`src/rtl/output_channel_rr_buf.sv`:
```
// Wormhole output channel: arbitrates among IN_N inputs, locks the winner
// until its tail flit transfers, and buffers accepted flits in a small FIFO
// that decouples the downstream rdy/vld handshake from the input side.
module output_channel_rr_buf #(
  parameter int unsigned IN_N      = 5,
  parameter int unsigned DATA_W    = 10,
  parameter int unsigned OUT_DEPTH = 4,
  parameter int unsigned ARB_TYPE  = 1
) (
  input  logic                           clk_i,
  input  logic                           rst_i,
  input  logic [IN_N-1:0]                req_i,
  input  logic [IN_N-1:0]                data_vld_i,
  input  logic [IN_N-1:0]                flit_id_is_tail_i,
  input  logic [IN_N*DATA_W-1:0]         ic_data_i,
  output logic [IN_N-1:0]                grant_o,
  output logic [IN_N-1:0]                ic_rdy_o,
  output logic                           oc_vld_o,
  input  logic                           oc_rdy_i,
  output logic [DATA_W-1:0]              oc_data_o,
  output logic [$clog2(OUT_DEPTH+1)-1:0] fifo_cnt_o,
  output logic                           busy_o
);

  localparam int unsigned IdxW = $clog2(IN_N);
  localparam int unsigned PtrW = $clog2(OUT_DEPTH);
  localparam int unsigned CntW = $clog2(OUT_DEPTH+1);

  typedef enum logic [0:0] {StIdle, StLocked} state_e;

  state_e            state_q, state_d;
  logic [IN_N-1:0]   owner_q, owner_d;
  logic [IdxW-1:0]   rr_ptr_q, rr_ptr_d;
  logic [PtrW-1:0]   wr_ptr_q, wr_ptr_d;
  logic [PtrW-1:0]   rd_ptr_q, rd_ptr_d;
  logic [CntW-1:0]   cnt_q, cnt_d;
  logic [DATA_W-1:0] mem_q [OUT_DEPTH];

  logic [IdxW-1:0]   win_idx;
  logic [IdxW-1:0]   owner_idx;
  logic [IdxW-1:0]   next_ptr;
  logic [DATA_W-1:0] push_data;
  logic              full;
  logic              push;
  logic              pop;
  logic              tail_xfer;

  // Arbiter: scan upward from rr pointer (round-robin) or from 0 (fixed).
  always_comb begin
    int unsigned j;
    logic        found;
    j       = 0;
    found   = 1'b0;
    win_idx = '0;
    for (int unsigned i = 0; i < IN_N; i++) begin
      j = (ARB_TYPE == 1) ? 32'(rr_ptr_q) + i : i;
      if (j >= IN_N) j = j - IN_N;
      if (!found && req_i[j]) begin
        found   = 1'b1;
        win_idx = IdxW'(j);
      end
    end
  end

  // Owner index and its flit data, selected by the one-hot owner register.
  always_comb begin
    owner_idx = '0;
    push_data = '0;
    for (int unsigned i = 0; i < IN_N; i++) begin
      if (owner_q[i]) begin
        owner_idx = IdxW'(i);
        push_data = ic_data_i[i*DATA_W +: DATA_W];
      end
    end
    next_ptr = (owner_idx == IdxW'(IN_N-1)) ? '0 : owner_idx + IdxW'(1);
  end

  // Handshake outputs; ic_rdy_o already excludes the full case so push never overflows.
  always_comb begin
    full       = (cnt_q == CntW'(OUT_DEPTH));
    busy_o     = (state_q == StLocked);
    grant_o    = busy_o ? owner_q : '0;
    ic_rdy_o   = grant_o & {IN_N{~full}};
    push       = |(data_vld_i & ic_rdy_o);
    tail_xfer  = |(data_vld_i & flit_id_is_tail_i & ic_rdy_o);
    oc_vld_o   = (cnt_q != '0);
    pop        = oc_vld_o && oc_rdy_i;
    oc_data_o  = mem_q[rd_ptr_q];
    fifo_cnt_o = cnt_q;
  end

  // Lock FSM next state: grab a winner in idle, release on tail transfer.
  always_comb begin
    state_d  = state_q;
    owner_d  = owner_q;
    rr_ptr_d = rr_ptr_q;
    unique case (state_q)
      StIdle: begin
        if (|req_i) begin
          owner_d = IN_N'(1) << win_idx;
          state_d = StLocked;
        end
      end
      StLocked: begin
        if (tail_xfer) begin
          state_d  = StIdle;
          rr_ptr_d = next_ptr;
        end
      end
      default: state_d = StIdle;
    endcase
  end

  // FIFO pointer and occupancy next state.
  always_comb begin
    wr_ptr_d = push ? wr_ptr_q + PtrW'(1) : wr_ptr_q;
    rd_ptr_d = pop  ? rd_ptr_q + PtrW'(1) : rd_ptr_q;
    cnt_d    = cnt_q;
    if (push && !pop)      cnt_d = cnt_q + CntW'(1);
    else if (!push && pop) cnt_d = cnt_q - CntW'(1);
  end

  // Control state registers with synchronous reset.
  always_ff @(posedge clk_i) begin
    if (rst_i) begin
      state_q  <= StIdle;
      owner_q  <= '0;
      rr_ptr_q <= '0;
      wr_ptr_q <= '0;
      rd_ptr_q <= '0;
      cnt_q    <= '0;
    end else begin
      state_q  <= state_d;
      owner_q  <= owner_d;
      rr_ptr_q <= rr_ptr_d;
      wr_ptr_q <= wr_ptr_d;
      rd_ptr_q <= rd_ptr_d;
      cnt_q    <= cnt_d;
    end
  end

  // FIFO storage; contents need no reset since cnt_q gates visibility.
  always_ff @(posedge clk_i) begin
    if (push) mem_q[wr_ptr_q] <= push_data;
  end

endmodule
```
`config.mk`:
```
export PLATFORM = sky130hd
export DESIGN_NAME = output_channel_rr_buf
export DESIGN_NICKNAME = d
export VERILOG_FILES = /design/src/rtl/output_channel_rr_buf.sv
export SDC_FILE = /design/constraint.sdc
export NUM_CORES = 1
export LEC_CHECK = 0
export BUFFER_PORTS_ARGS = -buffer_cell sky130_fd_sc_hd__buf_2
export CORE_ASPECT_RATIO = 0.8
export CORE_MARGIN = 4
export CORE_UTILIZATION = 40
export CTS_BUF_LIST = sky130_fd_sc_hd__clkbuf_2
export DETAILED_ROUTE_END_ITERATION = 10
export PLACE_DENSITY = 0.74
export REMOVE_ABC_BUFFERS = 1
export SLEW_MARGIN = 5
export SYNTH_ARGS = -nofsm -noshare
export SYNTH_HDL_FRONTEND = slang
export SYNTH_SLANG_ARGS = --single-unit
```
`constraint.sdc`:
```
create_clock -name clk_i -period 4.55 [get_ports clk_i]
set_input_delay 0.2275 -clock clk_i [delete_from_list [all_inputs] [get_ports clk_i]]
set_output_delay 0.2275 -clock clk_i [all_outputs]
set_load 0.005 [all_outputs]
```
==> results.cfg <==
[status]
status = finished, final reports clean

[clocking]
clk_latency_ns = 0.49
cts_buffers = 9
cts-root-buf = clkbuf_2
cts.path.max_buffers = 2
clkSlewWorstSetupHoldPaths_ns = 0.16
post_cts_resized = 0
cts-htree-levels = 3
clock-sinks = 58
cts_setup_buffers = 0
hold_buffers = 0
cts_tree = built

[worst_setup_path]
critPathKind = register to register
cp-end-kind = register
cp.arrival_ns = 4.08
critPathMostFrequentCell = a32oi_1
crit_chain = clkinv_1, ha_1, nand2b_1, a311oi_1, o211ai_1, mux2_4, and3_1, a32oi_1, a32oi_1, o41ai_1
cp.required_ns = 4.91
slowest_stage = ha_1
critical_path.max_stage_delay_ns = 0.76
crit_fanout = 20
rrSetupSlack_ns = 0.83
startpoint_type = register

[floorplan]
initial_utilization_pct = 41.0
die_area_sq_um = 12300
rows = 33
pin_count = 93
die_x_um = 123
die_h_um = 99.8
fp.coreArea_sq_um = 10300

[route]
vias = 3818
routed_wl_um = 11300
drt_first_pass_iters = 5
drtAntennaViolNets = 0
drt_iter0_drc = 316
avgViaCountPerCell = 5.80
wl_per_cell_um = 17.2
drc = 0

[timing]
setup_viol = 0
fmax_ghz = 0.269
slew_viol_final = 0
fin_hold_ws_ns = 0.0823
clock_skew_ns = 0.0139
post-route-min-period_ns = 3.72
setup_tns_ns = 0
period_share_pct = 81.8
relSlewSlack_pct = 27.2
rsz0062_at_grt = false
worstMarginPinSlew_ns = 1.09
hold_violations = 0

[pwr]
p_leak_nw = 1.92
power_density_nw_per_um2 = 298
swShare_pct = 33.8
irDropWorstVdd_uv = 133
internal_power_uw = 954
comb_power_share_pct = 31.7
p_sw_uw = 488
seq_power_share_pct = 46.1
clkPwrFrac_pct = 22.2

[global_route]
grt_pass1_wl_um = 17500
met2_usage_pct = 29.4
grt_util_met3_pct = 3.32
grt_max_degree = 39
grt_use_met1_pct = 24.4
busiest_layer = met2
grt-ovfl-total = 0
grt_pass1_vias = 3527
grt_usage_pct = 17.9
antenna_found_initial = 0

[synthesis]
ys_ff_latch = 58
yosysUniqueCellTypes = 82
synthCells = 429
ys_seq_area_share_pct = 37.0
synthFlopType = edfxtp_1
avgSynthCellArea_sq_um = 9.83
syn_area_sq_um = 4220
synth_common_cells = edfxtp_1, nand2_1, nor2_1
synth.area.top_cells = edfxtp_1, dfxtp_1, mux4_2, ha_1, o21ai_0
synth_top_area_cell = edfxtp_1
yosysMostFrequentCell = edfxtp_1
yosysTopAreaCellShare_pct = 28.5
async_flop_share_pct = 0
synth_edf_count = 40
yosys_warnings = 0

[hold_path]
hold_class = input port to register

[placed_design]
portBuffers = 92
placed_area_sq_um = 4720
place_hpwl_um = 8450
placed_cells = 642
gp_congestion = 0.967

[finish]
final_nets = 599
layout.core_utilization_pct = 47.0
drive_above_1_share_pct = 28.8
syn_to_final_growth_pct = 14.6
design_area_sq_um = 4830
final_cells = 658
num_antenna_cells = 0

[flow_run]
max_cap_violations = 0
-- cells by family (layout without fill, tap and decap cells) --
group,count (synthesis),in the layout,synth area share [%]
compound gates,130,130,22.2
xor+xnor,9,9,2.05
fa+ha+maj,18,18,5.52
buf+inv,44,133,5.93
flops,58,58,37.0
mux,20,20,7.95
simple gates,150,150,19.3
-- through the flow --
stage	power, mW	setup slack, ns
floorplan	0.965	0.420
global placement	1.11	1.12
detailed placement	1.13	0.906
CTS	1.45	0.861
global route	1.53	0.561
finish	1.44	0.828
-- area by class of cell --
class / instances / area [sq um]
sequential: 58 / 1560
clock inverter: 7 / 70.1
timing repair buffer: 98 / 505
fill: 942 / 5450
tap: 140 / 175
multi-input combinational: 327 / 2400
clock buffer: 9 / 45.0
inverter: 19 / 71.3
-- critical path, delay by kind of cell (launching register included) --
family	cells	cell delay [ns]
AOI/OAI and AO/OA	5	1.60
adders and majority gates	1	0.76
DFF	1	0.37
muxes	1	0.33
and+or+nand+nor	2	0.30
buffers and inverters	1	0.26
-- flip-flops by register name, indices dropped and copies added (netlist names), named ones only --
register and cells:
rr_ptr_q 3, busy_o 1, mem_q 40, wr_ptr_q 2
fifo_cnt_o 3, owner_q 5, rd_ptr_q 2
-- power by group through the flow --
stage	registers, mW	logic (mW)	clock network, mW
2_1_floorplan	0.668	0.296	0
3_3_place_gp	0.674	0.438	0
3_5_place_dp	0.677	0.450	0
4_1_cts	0.665	0.452	0.332
5_1_grt	0.673	0.501	0.353
6_report	0.665	0.456	0.320
-- path summary, 6_finish.rpt --
kind / startpoint / to / cells after the start
worst max-delay path: rr_ptr_q[0] / owner_q[3] / 10
worst min-delay path: rst_i / rd_ptr_q[0] / 2
worst max register to register: rr_ptr_q[0] / owner_q[3] / 10
worst min register to register: fifo_cnt_o[2] / fifo_cnt_o[2] / 2
-- placed cells by master (no fill, tap or decap), types with 4 or more instances in the layout --
cell / Yosys / final
buf_2: 3 / 92
edfxtp_1: 40 / 40
nand2_1: 33 / 33
nor2_1: 32 / 32
o21ai_0: 28 / 28
a21oi_1: 27 / 27
inv_1: 18 / 18
dfxtp_1: 18 / 18
ha_1: 17 / 17
nor3_1: 14 / 14
and2_1: 13 / 13
nand3_1: 10 / 10
a221o_1: 10 / 10
mux4_2: 10 / 10
clkbuf_2: 0 / 9
mux2i_1: 8 / 8
nor2b_1: 7 / 7
buf_4: 0 / 6
nand4_1: 5 / 5
nand3b_1: 5 / 5
o41ai_1: 5 / 5
xor2_1: 4 / 4
o22ai_1: 4 / 4
nand2b_1: 4 / 4
xnor2_1: 4 / 4
o21bai_1: 4 / 4
or2_2: 4 / 4
a211oi_1: 4 / 4
a32oi_1: 4 / 4
-- layer usage --
metal  part of all wire (%)  vias to the layer above
met1                     44                     1817
li1                       -                     1809
met3                    8.1                       14
met5                      0                        -
met4                   0.95                        0
met2                     47                      178
Note: power is estimated with default switching activity, not from simulation.
